==> src/rtl/uart16550_tx.sv <==
// uart16550_tx: TX FIFO (or single THR) and frame serializer of the 16550 transmit path.
// Latency: a push into an empty FIFO in IDLE loads the shifter next cycle; sout_o adds one register stage.
// Backpressure: none on push, so bytes pushed while full are dropped. `UART16550_TX_AUTO_CTS_EN adds CTS gating of frame start.
module uart16550_tx #(
  parameter int unsigned FIFO_DEPTH = 16
) (
  input  logic       clk_i,
  input  logic       rst_ni,
  input  logic       baud_en_i,
  input  logic       tx_push_i,
  input  logic [7:0] d_i,
  input  logic       fifo_ena_i,
  input  logic       tx_rst_i,
  input  logic [1:0] wls_i,
  input  logic       stb_i,
  input  logic       pen_i,
  input  logic       eps_i,
  input  logic       sp_i,
  input  logic       bc_i,
`ifdef UART16550_TX_AUTO_CTS_EN
  input  logic       cts_ni,
  input  logic       afe_i,
`endif
  output logic       sout_o,
  output logic       tx_empty_o,
  output logic       tx_sr_empty_o,
  output logic       tx_full_o
);

  localparam int unsigned PTR_W = $clog2(FIFO_DEPTH);
  localparam int unsigned CNT_W = PTR_W + 1;
  localparam logic [CNT_W-1:0] DEPTH_C = CNT_W'(FIFO_DEPTH);

  typedef enum logic [2:0] {
    IDLE   = 3'd0,
    START  = 3'd1,
    DATA   = 3'd2,
    PARITY = 3'd3,
    STOP   = 3'd4
  } state_t;

  // ---------------------------------------------------------------
  // FIFO storage and occupancy
  // ---------------------------------------------------------------
  logic [7:0]       mem [FIFO_DEPTH];
  logic [PTR_W-1:0] wr_ptr_q;
  logic [PTR_W-1:0] rd_ptr_q;
  logic [CNT_W-1:0] count_q;
  logic [CNT_W-1:0] count_d;
  logic [CNT_W-1:0] cap;
  logic             fifo_ena_q;
  logic             flush;
  logic             push_ok;
  logic             pop;
  logic             can_pop;
  logic             cts_ok;
  logic             empty_q;
  logic             full_q;
  logic [7:0]       head;

  // Without FIFOs only the THR slot is usable.
  assign cap     = fifo_ena_i ? DEPTH_C : CNT_W'(1);
  // Any change of FCR.ena discards queued bytes, exactly like FCR.tx_rst.
  assign flush   = tx_rst_i | (fifo_ena_i ^ fifo_ena_q);
  assign push_ok = tx_push_i & ~flush & (count_q < cap);
  assign can_pop = (count_q != '0) & ~flush & cts_ok;
  assign head    = mem[rd_ptr_q];

  // Occupancy update: flush wins, a simultaneous push and pop cancel.
  always_comb begin
    count_d = count_q;
    if (flush) begin
      count_d = '0;
    end else if (push_ok && !pop) begin
      count_d = count_q + CNT_W'(1);
    end else if (!push_ok && pop) begin
      count_d = count_q - CNT_W'(1);
    end
  end

  // Pointers, count and registered status flags.
  always_ff @(posedge clk_i) begin
    if (!rst_ni) begin
      wr_ptr_q   <= '0;
      rd_ptr_q   <= '0;
      count_q    <= '0;
      fifo_ena_q <= fifo_ena_i;
      empty_q    <= 1'b1;
      full_q     <= 1'b0;
    end else begin
      fifo_ena_q <= fifo_ena_i;
      count_q    <= count_d;
      empty_q    <= (count_d == '0);
      full_q     <= (count_d == cap);
      if (flush) begin
        wr_ptr_q <= '0;
        rd_ptr_q <= '0;
      end else begin
        if (push_ok) wr_ptr_q <= wr_ptr_q + PTR_W'(1);
        if (pop)     rd_ptr_q <= rd_ptr_q + PTR_W'(1);
      end
    end
  end

  // Byte storage, written only on accepted pushes.
  always_ff @(posedge clk_i) begin
    if (push_ok) mem[wr_ptr_q] <= d_i;
  end

  // ---------------------------------------------------------------
  // Auto flow control: CTS gates the start of a new frame only
  // ---------------------------------------------------------------
`ifdef UART16550_TX_AUTO_CTS_EN
  logic cts_s1_q;
  logic cts_s2_q;

  // Two-flop synchronizer; resets to "not clear to send".
  always_ff @(posedge clk_i) begin
    if (!rst_ni) begin
      cts_s1_q <= 1'b1;
      cts_s2_q <= 1'b1;
    end else begin
      cts_s1_q <= cts_ni;
      cts_s2_q <= cts_s1_q;
    end
  end

  assign cts_ok = ~(afe_i & cts_s2_q);
`else
  assign cts_ok = 1'b1;
`endif

  // ---------------------------------------------------------------
  // Frame configuration captured at load (LCR writes mid-frame only
  // affect the next frame)
  // ---------------------------------------------------------------
  logic [7:0] data_mask;
  logic       par_load;
  logic [4:0] stop_last_load;
  logic [1:0] cfg_wls_q;
  logic       cfg_pen_q;
  logic       cfg_par_q;
  logic [4:0] cfg_stop_last_q;
  logic [2:0] last_bit;

  // Parity and stop length derived from the byte being loaded.
  always_comb begin
    data_mask = 8'hFF;
    case (wls_i)
      2'd0:    data_mask = 8'h1F;
      2'd1:    data_mask = 8'h3F;
      2'd2:    data_mask = 8'h7F;
      default: data_mask = 8'hFF;
    endcase
    par_load       = sp_i ? ~eps_i : ((^(head & data_mask)) ^ ~eps_i);
    stop_last_load = stb_i ? ((wls_i == 2'd0) ? 5'd23 : 5'd31) : 5'd15;
  end

  assign last_bit = 3'd4 + {1'b0, cfg_wls_q};

  // ---------------------------------------------------------------
  // Serializer FSM
  // ---------------------------------------------------------------
  state_t     state_q;
  state_t     state_d;
  logic [4:0] tick_q;
  logic [4:0] tick_d;
  logic [2:0] bit_q;
  logic [2:0] bit_d;
  logic [7:0] shift_q;
  logic [7:0] shift_d;
  logic       load;
  logic       sout_d;
  logic       bit_done;
  logic       sout_q;
  logic       sr_empty_q;

  assign bit_done = baud_en_i & (tick_q == 5'd15);

  // Next-state, shifter and serial-bit selection.
  always_comb begin
    state_d = state_q;
    tick_d  = tick_q;
    bit_d   = bit_q;
    shift_d = shift_q;
    load    = 1'b0;
    sout_d  = 1'b1;
    case (state_q)
      IDLE: begin
        if (can_pop) begin
          load    = 1'b1;
          state_d = START;
        end
      end
      START: begin
        sout_d = 1'b0;
        if (bit_done) begin
          tick_d  = '0;
          bit_d   = '0;
          state_d = DATA;
        end else if (baud_en_i) begin
          tick_d = tick_q + 5'd1;
        end
      end
      DATA: begin
        sout_d = shift_q[0];
        if (bit_done) begin
          tick_d  = '0;
          shift_d = {1'b0, shift_q[7:1]};
          if (bit_q == last_bit) begin
            state_d = cfg_pen_q ? PARITY : STOP;
          end else begin
            bit_d = bit_q + 3'd1;
          end
        end else if (baud_en_i) begin
          tick_d = tick_q + 5'd1;
        end
      end
      PARITY: begin
        sout_d = cfg_par_q;
        if (bit_done) begin
          tick_d  = '0;
          state_d = STOP;
        end else if (baud_en_i) begin
          tick_d = tick_q + 5'd1;
        end
      end
      STOP: begin
        sout_d = 1'b1;
        if (baud_en_i) begin
          if (tick_q == cfg_stop_last_q) begin
            tick_d = '0;
            // Chain straight into the next frame when data is waiting.
            if (can_pop) begin
              load    = 1'b1;
              state_d = START;
            end else begin
              state_d = IDLE;
            end
          end else begin
            tick_d = tick_q + 5'd1;
          end
        end
      end
      default: begin
        state_d = IDLE;
      end
    endcase
    if (load) begin
      tick_d  = '0;
      bit_d   = '0;
      shift_d = head;
    end
    // Break overrides the line but leaves the FSM running.
    if (bc_i) sout_d = 1'b0;
  end

  assign pop = load;

  // FSM state, counters, latched frame config and registered outputs.
  always_ff @(posedge clk_i) begin
    if (!rst_ni) begin
      state_q         <= IDLE;
      tick_q          <= '0;
      bit_q           <= '0;
      shift_q         <= '0;
      cfg_wls_q       <= '0;
      cfg_pen_q       <= 1'b0;
      cfg_par_q       <= 1'b0;
      cfg_stop_last_q <= 5'd15;
      sout_q          <= 1'b1;
      sr_empty_q      <= 1'b1;
    end else begin
      state_q    <= state_d;
      tick_q     <= tick_d;
      bit_q      <= bit_d;
      shift_q    <= shift_d;
      sout_q     <= sout_d;
      sr_empty_q <= (state_d == IDLE);
      if (load) begin
        cfg_wls_q       <= wls_i;
        cfg_pen_q       <= pen_i;
        cfg_par_q       <= par_load;
        cfg_stop_last_q <= stop_last_load;
      end
    end
  end

  assign sout_o        = sout_q;
  assign tx_empty_o    = empty_q;
  assign tx_full_o     = full_q;
  assign tx_sr_empty_o = sr_empty_q;

endmodule

==> config.mk <==
export PLATFORM = sky130hd
export DESIGN_NAME = uart16550_tx
export DESIGN_NICKNAME = d
export VERILOG_FILES = /design/src/rtl/uart16550_tx.sv
export SDC_FILE = /design/constraint.sdc
export NUM_CORES = 1
export LEC_CHECK = 0
export ABC_AREA = 1
export BUFFER_PORTS_ARGS = -buffer_cell sky130_fd_sc_hd__buf_2
export CAP_MARGIN = 10
export CORE_MARGIN = 2
export CORE_UTILIZATION = 48
export CTS_CLUSTER_SIZE = 28
export DETAILED_ROUTE_END_ITERATION = 12
export PLACE_DENSITY_LB_ADDON = 0.3
export SETUP_SLACK_MARGIN = 0.15
export SLEW_MARGIN = 25
export SYNTH_ARGS = -nofsm -noshare
export SYNTH_HDL_FRONTEND = slang
export SYNTH_SLANG_ARGS = --single-unit
==> constraint.sdc <==
create_clock -name clk_i -period 2.3 [get_ports clk_i]
set_input_delay 0.46 -clock clk_i [delete_from_list [all_inputs] [get_ports clk_i]]
set_output_delay 0.46 -clock clk_i [all_outputs]
set_load 0.02 [all_outputs]
Word level (Yosys, flattened, before mapping)
Memory sizes are Yosys's and may differ from the RTL's. A register that Yosys moved wholly into a read port is not among the register bits. Index checks and enable logic that the tools add are counted.

Register bits after elaboration: 46. Bits in writable memories: 128. Input port bits: 21. Output and inout port bits: 4. Memories: 1.

$add $sub $neg: 7. Magnitude comparators: 1. Equal/unequal tests: 15. Muxes and demuxes: 40. Bitwise gates (word level): 11. Reductions and logical operators: 20.

Memories: mem (words 16, bits a word 8, read ports 1, clocked after Yosys merged registers in 1, wr ports 1, line 45) `logic [7:0] mem [FIFO_DEPTH];`.

Operators by type and width (count): 2-to-1 mux 5 bit (9); 2-to-1 mux 3 bit (11); 2-to-1 mux 8 bit (3); case mux 8 bit (3 select lines) (1); case mux 3 bit (5 select lines) (1); 2-to-1 mux 4 bit (3); adder 5 x 1 -> 5 bit (second input constant) (2); equality test 5 bit (2); case mux 5 bit (2 select lines) (1); adder 4 x 1 -> 4 bit (second input constant) (2); AND 8 bit (1); 2-to-1 mux 1 bit (8); inequality test 2 bit (second input constant) (4); nonzero test 2 bit (4); XOR reduction 8 bit (1); equality test 3 x 2 -> 1 bit (second input constant) (2); logical NOT 3 bit (2); case mux 3 bit (2 select lines) (1); equality test 5 x 4 -> 1 bit (second input constant) (1); logical NOT 5 bit (1); < comparator 5 bit (1); nonzero test 5 bit (1); subtractor 5 x 1 -> 5 bit (second input constant) (1); AND 1 bit (4); other kinds (21) (27).

Depth between registers and ports, before layout
Gate-level depths: netlist of the first run.

Word-level depth: 13. Gate-level depth with buffers: 19.

Worst setup path before layout of the first run
OpenSTA, ideal clock, no wires.

Path type: input-to-reg. Start: input port fifo_ena_i. End: memory mem[3][0], enable pin. Setup time: 370 ps. Arrival: 1682 ps. Path slack: 247 ps. Cell stages on the path: 8. Buffers on the path: 1. Path through: inv_2 > or2_1 > nand3b_2 > inv_2 > and3_4 > buf_6 > nand3_1 > nor2_1.

Longest elaborated chain between the ends: 7. Elaborated cells on any way between the ends: 9. Classes of those cells: order compare (1); mux (3); bitwise (5).

RTL lines: from (decl) (line 12) `input logic fifo_ena_i,`; branches (longest 4 deep; another with < comparator 5 bit); AND 1 bit * (line 65) `assign push_ok = tx_push_i & ~flush & (count_q < cap);`; 2-to-1 mux 1 bit * (line 107) `if (push_ok) mem[wr_ptr_q] <= d_i;`; 2-to-1 mux 1 bit (not written as such) * (line 107); to (decl) (line 45).

Mark *: on every way between the ends.

Final worst setup path of the first run
Start: register tick_q[0]. End: register bit_q[2].

Longest elaborated chain between the ends: 5. Elaborated cells on any way between the ends: 10. Classes of those cells: eq/ne (4); mux (3); bitwise (1); reduce/logical (2).

RTL lines: from (decl) (line 166) `logic [4:0] tick_q;`; from (signal assigned) (line 275) `tick_q <= tick_d;`; equality test 5 bit (line 231) `if (tick_q == cfg_stop_last_q) begin`; 2-to-1 mux 1 bit (line 231); 2-to-1 mux 1 bit (line 230) `if (baud_en_i) begin`; case mux 1 bit (2 select lines) (line 188) `case (state_q)`; OR reduction 2 bit (no line); to (signal assigned) (line 276) `bit_q <= bit_d;`; to (decl) (line 168) `logic [2:0] bit_q;`.

Several ways; a longest one is shown, not always the timed one. A chain may end at the register's enable or synchronous reset.

==> results of run 1 <==
## cell usage in the layout, fill, tap and decap left out, drive strengths merged
master    count
a2111oi       1
a211oi        3
a21oi        22
a221oi        1
a22oi         1
a311oi        3
a31oi         1
and3          1
buf          68
bufinv        1
clkbuf       20
clkinv        8
clkinvlp      4
dfxtp        47
edfxtp      128
ha           12
inv         118
nand2       285
nand3       106
nand3b        1
nand4         4
nor2         66
nor3          7
nor4          2
o211ai        1
o21ai        20
o221ai        1
o22a          1
o22ai         1
or2           5
xor2         10
## state kept, by name, summed over array words and instances, names as in the netlist, 3 cells and up, named ones only
signal and flops:
tick_q 5, count_q 5, state_q 3, rd_ptr_q 4, wr_ptr_q 4, mem 128, bit_q 3, shift_q 8
## final cells by class
| cell class | count | area (sq um) |
|---|---|---|
| multi-input cells | 555 | 2690 |
| inverters | 115 | 444 |
| clock inverters | 15 | 139 |
| repair buffers | 71 | 598 |
| repair inverters | 1 | 8.76 |
| well taps | 220 | 275 |
| flip-flops and latches | 175 | 4800 |
| fillers | 1436 | 7090 |
| clock buffers | 17 | 425 |
## cell families (layout without fill, tap and decap cells)
kind of cell	count (synthesis)	in the layout	share of synthesized area (%)
buffers and inverters	146	219	8.16
flip-flops	175	175	59.6
AND/OR/NAND/NOR	477	477	25.3
adder cells (fa/ha/maj)	12	12	1.87
AO/OA/AOI/OAI	56	56	4.00
XOR/XNOR	10	10	1.09
## layer usage
layer  up-vias  global-route usage, %  share of wire [%]
met5         -                      0                  0
met4         0                   6.74                1.6
met3        24                   4.15                5.8
met2       172                   32.0                 47
met1      2795                   26.9                 45
li1       2979                      -                  -
## worst paths after layout
check / to / cells after the start
setup / recovery: bit_q[2] / 13
hold / removal: fifo_ena_q / 1
setup reg to reg: bit_q[2] / 13
hold reg to reg: tick_q[1] / 2
## synth_stat cells, drive strengths merged
master	number
o22ai	1
o211ai	1
inv	115
a2111oi	1
a311oi	3
a21oi	22
or2	5
nand2	285
a211oi	3
xor2	10
o221ai	1
and3	1
nand4	4
o22a	1
nor4	2
ha	12
nand3	106
dfxtp	47
clkbuf	3
o21ai	20
nor2	66
a221oi	1
a31oi	1
nand3b	1
a22oi	1
edfxtp	128
nor3	7
buf	28
## through the flow
step           utilization [%]  hold WS (ps)  power (W)
6_report                  56.9           156    0.00641
5_1_grt                   56.9           137    0.00662
4_1_cts                   55.2           137    0.00644
3_5_place_dp              51.6           470    0.00373
3_3_place_gp              51.6           469    0.00372
2_1_floorplan                -           454    0.00363
## worst register-to-register path: stages, from the launching register on
cell and delay [ps]:
dfxtp_2 330, ha_1 220, nand2_2 120, nor2_1 60
ha_1 180, nand2_1 120, inv_1 90, nand2_1 100
inv_1 60, a21oi_1 220, inv_1 110, nand2_1 90
xor2_1 160, nor3_1 70
## timing repair
action                                  4_1_cts  5_1_grt
cloned                                        0        4
gates resized for setup                       3       41
pin swaps                                     1       11
setup buffers                                 0        9
endpoints found under the setup margin        3       19
## power by group through the flow
| stage | logic [W] | clock network (W) | registers (W) |
|---|---|---|---|
| floorplan | 0.000144 | 0 | 0.00348 |
| CTS | 0.000249 | 0.00278 | 0.00341 |
| finish | 0.000261 | 0.00274 | 0.00341 |
| global placement | 0.000242 | 0 | 0.00348 |
| global route | 0.000294 | 0.00292 | 0.00341 |
| detailed placement | 0.000246 | 0 | 0.00348 |
==> impl_metrics.env, run 1 <==
export IMPL_outcome="completed"
export IMPL_hold_violations=0
export IMPL_synth_area_leader_cell="edfxtp_1"
export IMPL_antenna_found_initial=0
export IMPL_syn_instance_count=876
export IMPL_cp_start_kind="flop"
export IMPL_r2r_start="tick_q[0]"
export IMPL_final_instance_count_excl_fill=1169
export IMPL_syn_to_final_growth_pct=16.7
export IMPL_portBuffers=24
export IMPL_clkPwrFrac_pct=42.8
export IMPL_place_ws_ps=91.9
export IMPL_grt_overflow=0
export IMPL_ant_nets=0
export IMPL_dp_cells=1124
export IMPL_max_slew_worst_pin_slew_ps=402
export IMPL_clock_latency_ps=430
export IMPL_worstHoldPathType="in2reg"
export IMPL_synth_cell_types=40
export IMPL_drv_slew=0
export IMPL_slowest_delay_ps=330
export IMPL_ys_warn_count=0
export IMPL_grt_pass1_vias=5503
export IMPL_netlist_area_sq_um=8030
export IMPL_clk_pin_slew_ps=70
export IMPL_dp_hpwl_mm=11.3
export IMPL_synth_area_per_cell_sq_um=9.17
export IMPL_fin_nets=969
export IMPL_viasPerCell=5.11
export IMPL_root_buffer="clkbuf_16"
export IMPL_grt_pass1_wl_mm=27.2
export IMPL_crit_chain="ha_1 > nand2_2 > nor2_1 > ha_1 > nand2_1 > inv_1 > nand2_1 > inv_1 > a21oi_1 > inv_1 > nand2_1 > xor2_1 > nor3_1"
export IMPL_wl_mm=17.5
export IMPL_power_switching_w=0.00143
export IMPL_finalCritPeriodShare_pct=88.5
export IMPL_path_class="reg2reg"
export IMPL_slew_limit_headroom_pct=73.2
export IMPL_max_freq_mhz=491
export IMPL_intPower_w=0.00498
export IMPL_crit_slowest_cell="dfxtp_2"
export IMPL_ir_drop_mv=0.555
export IMPL_die_y_microns=133
export IMPL_startpoint="tick_q[0]"
export IMPL_dr_pass1_iters=8
export IMPL_period_needed_ps=2040
export IMPL_synth_fp_nets=909
export IMPL_diodes=0
export IMPL_min_from="fifo_ena_i"
export IMPL_dpl_cell_area_sq_um=8500
export IMPL_cts_sink_count=175
export IMPL_clk_path_buf_depth=2
export IMPL_cts_tree="done"
export IMPL_place_gp_congestion=0.863
export IMPL_drv_cap=0
export IMPL_ys_ff_latch=175
export IMPL_p_sw_share_pct=22.3
export IMPL_seq_area_frac_synth_pct=59.6
export IMPL_vias=5970
export IMPL_p_comb_share_pct=4.1
export IMPL_fp_coreArea_sq_um=16500
export IMPL_finalSetupViolCount=0
export IMPL_p_leak_nw=3.98
export IMPL_fin_worst_skew_ps=7.11
export IMPL_cts_hold_buffers=0
export IMPL_final_cell_area_sq_um=9380
export IMPL_routedWlPerCell_microns=14.9
export IMPL_rsz0062_at_grt="yes"
export IMPL_initial_core_util_pct=48.8
export IMPL_die_area_sq_um=17800
export IMPL_cts_buffers=17
export IMPL_grt_usage_pct=19.8
export IMPL_io_pins=25
export IMPL_h_tree_depth=4
export IMPL_drtIter0Drc=510
export IMPL_dieWidth_microns=133
export IMPL_setup_tns_final_ps=0
export IMPL_cp_data_required_time_ps=2610
export IMPL_powerDensity_nw_per_um2=684
export IMPL_reg2reg_slack_ps=260
export IMPL_synthTopCellsByArea="edfxtp_1, nand2_1, dfxtp_1, nand3_1, inv_1"
export IMPL_worstPathArrival_ps=2350
export IMPL_layout_drive_gt1_share_pct=16.5
export IMPL_route_detailed_drc=0
export IMPL_fin_ws_ps=264
export IMPL_cp_num_buf_inv=3
export IMPL_p_seq_share_pct=53.1
export IMPL_yosysTopAreaCellShare_pct=47.9
export IMPL_fp_row_count=47
export IMPL_cp_top_family="simple AND/OR/NAND/NOR gates"
export IMPL_grt_start_max_net_pins=39
export IMPL_path_max_fanout=4
export IMPL_crit_path_end_kind="flop"
No activity file was read; power rests on OpenSTA's default activity.
==> inputs of run 2 (changes only) <==
--- a/config.mk
+++ b/config.mk
@@ -8,13 +8,13 @@
 export ABC_AREA = 1
 export BUFFER_PORTS_ARGS = -buffer_cell sky130_fd_sc_hd__buf_2
 export CAP_MARGIN = 10
+export CORE_ASPECT_RATIO = 0.7
 export CORE_MARGIN = 2
 export CORE_UTILIZATION = 48
 export CTS_CLUSTER_SIZE = 28
 export DETAILED_ROUTE_END_ITERATION = 12
-export PLACE_DENSITY_LB_ADDON = 0.3
+export PLACE_DENSITY = 0.66
 export SETUP_SLACK_MARGIN = 0.15
-export SLEW_MARGIN = 25
 export SYNTH_ARGS = -nofsm -noshare
 export SYNTH_HDL_FRONTEND = slang
 export SYNTH_SLANG_ARGS = --single-unit
==> run 2 against run 1 <==
Effect of this change: first-iteration DRC count increased by 12%; worst setup slack got worse by 2.6 ps; non-clock buffer count increased by 1; via count increased by 0.85%; sequential share of layout area decreased by 0.45 points; total power increased by 7.7%; critical endpoint is now shift_q[5]; largest cell class unchanged.
==> impl_metrics.env, run 2 (synthesis results as in run 1) <==
export IMPL_crit_slowest_cell="dfxtp_1"
export IMPL_p_comb_share_pct=3.8
export IMPL_p_sw_share_pct=20.1
export IMPL_portBuffers=24
export IMPL_p_leak_nw=4.03
export IMPL_path_class="reg2reg"
export IMPL_clkPwrFrac_pct=46.8
export IMPL_max_slew_worst_pin_slew_ps=374
export IMPL_slew_limit_headroom_pct=74.4
export IMPL_vias=6021
export IMPL_drtIter0Drc=573
export IMPL_cp_start_kind="flop"
export IMPL_worstPathArrival_ps=2390
export IMPL_path_max_fanout=7
export IMPL_grt_pass1_wl_mm=28.3
export IMPL_worstHoldPathType="in2reg"
export IMPL_grt_overflow=0
export IMPL_startpoint="tick_q[1]"
export IMPL_finalCritPeriodShare_pct=88.6
export IMPL_cts_tree="done"
export IMPL_power_total_w=0.00691
export IMPL_min_from="fifo_ena_i"
export IMPL_powerDensity_nw_per_um2=731
export IMPL_cts_buffers=17
export IMPL_ant_nets=0
export IMPL_setup_tns_final_ps=0
export IMPL_drv_slew=0
export IMPL_cts_hold_buffers=0
export IMPL_io_pins=25
export IMPL_fin_hold_ws_ps=161
export IMPL_wl_met3_mm=1.62
export IMPL_top_layer="met4"
export IMPL_grt_pass1_vias=5416
export IMPL_grt_usage_pct=21.3
export IMPL_antenna_found_initial=0
export IMPL_wl_mm=18.5
export IMPL_slowest_delay_ps=360
export IMPL_dr_wl_met2_mm=7.71
export IMPL_clock_latency_ps=430
export IMPL_route_detailed_drc=0
export IMPL_drv_cap=0
export IMPL_cp_num_buf_inv=1
export IMPL_cts_sink_count=175
export IMPL_period_needed_ps=2040
export IMPL_cp_top_family="simple AND/OR/NAND/NOR gates"
export IMPL_fin_worst_skew_ps=6.57
export IMPL_die_y_microns=112
export IMPL_diodes=0
export IMPL_layout_drive_gt1_share_pct=16.3
export IMPL_finalSetupViolCount=0
export IMPL_viasPerCell=5.13
export IMPL_max_freq_mhz=491
export IMPL_dp_hpwl_mm=11.9
export IMPL_clk_pin_slew_ps=70
export IMPL_hold_violations=0
export IMPL_crit_chain="ha_1 > nand2_2 > nor2_1 > ha_1 > nand2_1 > nor2_2 > inv_1 > nand2_1 > o221ai_1 > a31oi_1"
export IMPL_crit_path_end_kind="flop"
export IMPL_outcome="completed"
export IMPL_root_buffer="clkbuf_16"
export IMPL_layout_cells_most_common="nand2_1"
export IMPL_cp_data_required_time_ps=2650
export IMPL_clk_path_buf_depth=2
export IMPL_syn_to_final_growth_pct=17.7
export IMPL_dr_pass1_iters=5
export IMPL_largest_reg_flops=128
export IMPL_r2r_start="tick_q[1]"
export IMPL_die_area_sq_um=17800
export IMPL_wl_met1_mm=8.95
export IMPL_intPower_w=0.00552
export IMPL_top_register="mem"
export IMPL_layout_common_cells="nand2_1, edfxtp_1, inv_1"
export IMPL_reg_top3="mem x128, shift_q x8"
export IMPL_fp_row_count=39
export IMPL_routedWlPerCell_microns=15.7
export IMPL_dieWidth_microns=159
export IMPL_power_switching_w=0.00139
export IMPL_rsz0062_at_grt="yes"
export IMPL_grt_start_max_net_pins=34
export IMPL_ir_drop_mv=0.509
export IMPL_initial_core_util_pct=49.1
export IMPL_h_tree_depth=4
export IMPL_fp_coreArea_sq_um=16300
export IMPL_fin_ws_ps=262
export IMPL_place_gp_congestion=0.874
export IMPL_p_seq_share_pct=49.4
export IMPL_fin_nets=969
export IMPL_place_ws_ps=116
run 2: path summary, 6_finish.rpt:
check / endpoint / slack [ps] / cells after the start
setup / recovery: shift_q[5] / 260 / 10
hold / removal: fifo_ena_q / 160 / 1
setup reg to reg: shift_q[5] / 260 / 10
hold reg to reg: cfg_wls_q[1] / 470 / 2
run 2: stage by stage:
step           cell area (sq um)  util (%)  cells
4_1_cts                     9210      56.3   1166
3_3_place_gp                8530      52.2   1133
5_1_grt                     9450      57.8   1174
3_5_place_dp                8530      52.2   1133
6_report                    9450      57.8   1174
2_1_floorplan               8030         -    876
run 2: layer usage:
metal	up-vias	GRT usage, %
li1	2974	-
met1	2803	33.4
met2	229	28.8
met3	15	6.25
met4	0	5.65
met5	-	0
run 2: power groups by stage:
| stage | Combinational [W] | Clock (W) | Sequential, W |
|---|---|---|---|
| global route | 0.000296 | 0.00342 | 0.00341 |
| CTS | 0.000251 | 0.00326 | 0.00341 |
| floorplan | 0.000144 | 0 | 0.00348 |
| finish | 0.000265 | 0.00323 | 0.00341 |
| global placement | 0.000245 | 0 | 0.00348 |
| detailed placement | 0.000247 | 0 | 0.00348 |
run 2: repair_timing:
item	CTS	global route
setup endpoints to repair	2	23
cloned	0	3
buffers inserted	1	5
gates resized for setup	1	40
pin swaps	1	11
run 2: cell type report:
type                       count  area (sq um)
timing repair buffer          72           589
sequential                   175          4790
tap                          225           282
inverter                     115           439
multi-input combinational    555          2680
fill                        1348          6900
clock buffer                  17           425
clock inverter                15           240
==> inputs of run 3 (changes only) <==
==> constraint.sdc (replaced) <==
create_clock -name clk_i -period 2.3 [get_ports clk_i]
set_input_delay 0.23 -clock clk_i [delete_from_list [all_inputs] [get_ports clk_i]]
set_output_delay 0.23 -clock clk_i [all_outputs]
set_load 0.02 [all_outputs]
==> run 3 against run 2 <==
Effect of this change: via count barely moved; flip-flop and latch count is the same; largest power group unchanged; combinational power rose by 3%; die area unchanged; sequential power hardly changed; core utilization grew 0.30 points; clock power fell by 15%; global-route usage up 0.58 points; count of clock-buffer cells in the layout is 3 higher; total power decreased by 6.7%; critical path type is now in2reg; critical path depth is 1 higher.
==> impl_metrics.env, run 3 (synthesis results as in run 1) <==
export IMPL_layout_drive_gt1_share_pct=17.4
export IMPL_syn_to_final_growth_pct=18.3
export IMPL_clk_pin_slew_ps=60
export IMPL_top_register="mem"
export IMPL_ant_nets=0
export IMPL_p_seq_share_pct=52.9
export IMPL_p_comb_share_pct=4.3
export IMPL_die_area_sq_um=17800
export IMPL_period_needed_ps=2100
export IMPL_io_pins=25
export IMPL_portBuffers=24
export IMPL_ff2ff_path_depth=18
export IMPL_grt_usage_pct=21.9
export IMPL_r2r_end="cfg_par_q"
export IMPL_path_class="in2reg"
export IMPL_cts_sink_count=175
export IMPL_dr_pass1_iters=6
export IMPL_p_leak_nw=4.05
export IMPL_diodes=0
export IMPL_clkPwrFrac_pct=42.8
export IMPL_h_tree_depth=4
export IMPL_crit_path_end_kind="flop"
export IMPL_finalSetupViolCount=0
export IMPL_startpoint="fifo_ena_i"
export IMPL_viasPerCell=5.10
export IMPL_layout_common_cells="nand2_1, edfxtp_1, inv_1"
export IMPL_powerDensity_nw_per_um2=678
export IMPL_grt_pass1_vias=5513
export IMPL_fin_nets=976
export IMPL_cts_tree="done"
export IMPL_min_to="cfg_pen_q"
export IMPL_fp_row_count=39
export IMPL_fin_util_pct=58.1
export IMPL_initial_core_util_pct=49.1
export IMPL_path_max_fanout=8
export IMPL_drtIter0Drc=756
export IMPL_clk_path_buf_depth=2
export IMPL_grt_start_max_net_pins=56
export IMPL_rsz0062_at_grt="yes"
export IMPL_die_y_microns=112
export IMPL_layout_cells_most_common="nand2_1"
export IMPL_hold_path_depth=3
export IMPL_drv_cap=0
export IMPL_min_from="pen_i"
export IMPL_finalCritPeriodShare_pct=91.4
export IMPL_grt_pass1_wl_mm=29.4
export IMPL_max_slew_worst_pin_slew_ps=397
export IMPL_fp_coreArea_sq_um=16300
export IMPL_ir_drop_mv=0.527
export IMPL_cts_buffers=17
export IMPL_setup_tns_final_ps=0
export IMPL_dp_hpwl_mm=11.8
export IMPL_p_sw_share_pct=21.2
export IMPL_fin_worst_skew_ps=7.42
export IMPL_route_detailed_drc=0
export IMPL_wl_mm=19.1
export IMPL_reg_top3="mem x128, shift_q x8"
export IMPL_outcome="completed"
export IMPL_grt_overflow=0
export IMPL_routedWlPerCell_microns=16.2
export IMPL_worstPathArrival_ps=2240
export IMPL_root_buffer="clkbuf_16"
export IMPL_reg2reg_slack_ps=270
export IMPL_intPower_w=0.00508
export IMPL_clock_latency_ps=430
export IMPL_dieWidth_microns=159
export IMPL_place_gp_congestion=0.874
export IMPL_cp_start_kind="primary input"
export IMPL_cp_data_required_time_ps=2440
export IMPL_worstHoldPathType="in2reg"
export IMPL_vias=6023
export IMPL_power_switching_w=0.00137
export IMPL_antenna_found_initial=0
export IMPL_hold_violations=0
export IMPL_drv_slew=0
export IMPL_slew_limit_headroom_pct=73.5
export IMPL_max_freq_mhz=476
export IMPL_largest_reg_flops=128
run 3: worst max-delay path by stage:
stage / slack (ps) / end / depth (start not counted)
floorplan: 380 / mem[3][0] / 8
global placement: 220 / tx_full_o / 14
detailed placement: 160 / tx_empty_o / 14
CTS: 150 / tx_full_o / 15
global route: 110 / tx_full_o / 17
finish: 200 / mem[5][5] / 11
run 3: worst max-delay path, stage by stage:
cell and delay (ps):
dlygate4sd3_1 530, buf_2 130, inv_2 90, or2_1 160
nand3b_4 140, inv_4 110, and3_4 220, buf_4 130
nand2_1 130, nor2_1 150, buf_4 220
run 3: cell type report:
type | count | area [sq um]
well taps | 225 | 282
clock inverters | 12 | 119
fillers | 1372 | 6850
inverters | 115 | 442
flip-flops and latches | 175 | 4790
repair buffers | 79 | 684
clock buffers | 20 | 437
multi-input cells | 555 | 2740
run 3: metrics by stage:
stage	hold slack (ps)	total power (W)	cells	setup WS [ps]	instance area (sq um)
final	61.2	0.00644	1181	199	9500
after global placement	356	0.00372	1133	223	8550
after floorplan	258	0.00363	876	378	8030
after detailed placement	359	0.00372	1133	156	8550
after CTS	46.5	0.00647	1167	153	9130
after global routing	70.8	0.00666	1181	112	9500
run 3: routing by layer:
layer,wire [microns],track usage [%],up-vias,part of all wire [%]
li1,-,-,2983,-
met1,8990,34.2,2800,47
met2,8100,29.9,218,42
met3,1760,6.56,22,9.2
met4,248,5.17,0,1.3
met5,0,0,-,0
run 3: power groups by stage:
stage	logic, W	registers [W]	clock network, W
6_report	0.000274	0.00341	0.00276
2_1_floorplan	0.000144	0.00348	0
3_5_place_dp	0.000245	0.00348	0
4_1_cts	0.000249	0.00341	0.00281
5_1_grt	0.000308	0.00341	0.00294
3_3_place_gp	0.000240	0.00348	0
run 3: what timing repair did:
item | 4_1_cts | 5_1_grt
hold endpoints to repair | 2 | 0
endpoints found under the setup margin | 0 | 89
hold buffers | 2 | 0
buffers inserted | 0 | 7
resized for setup | 0 | 49
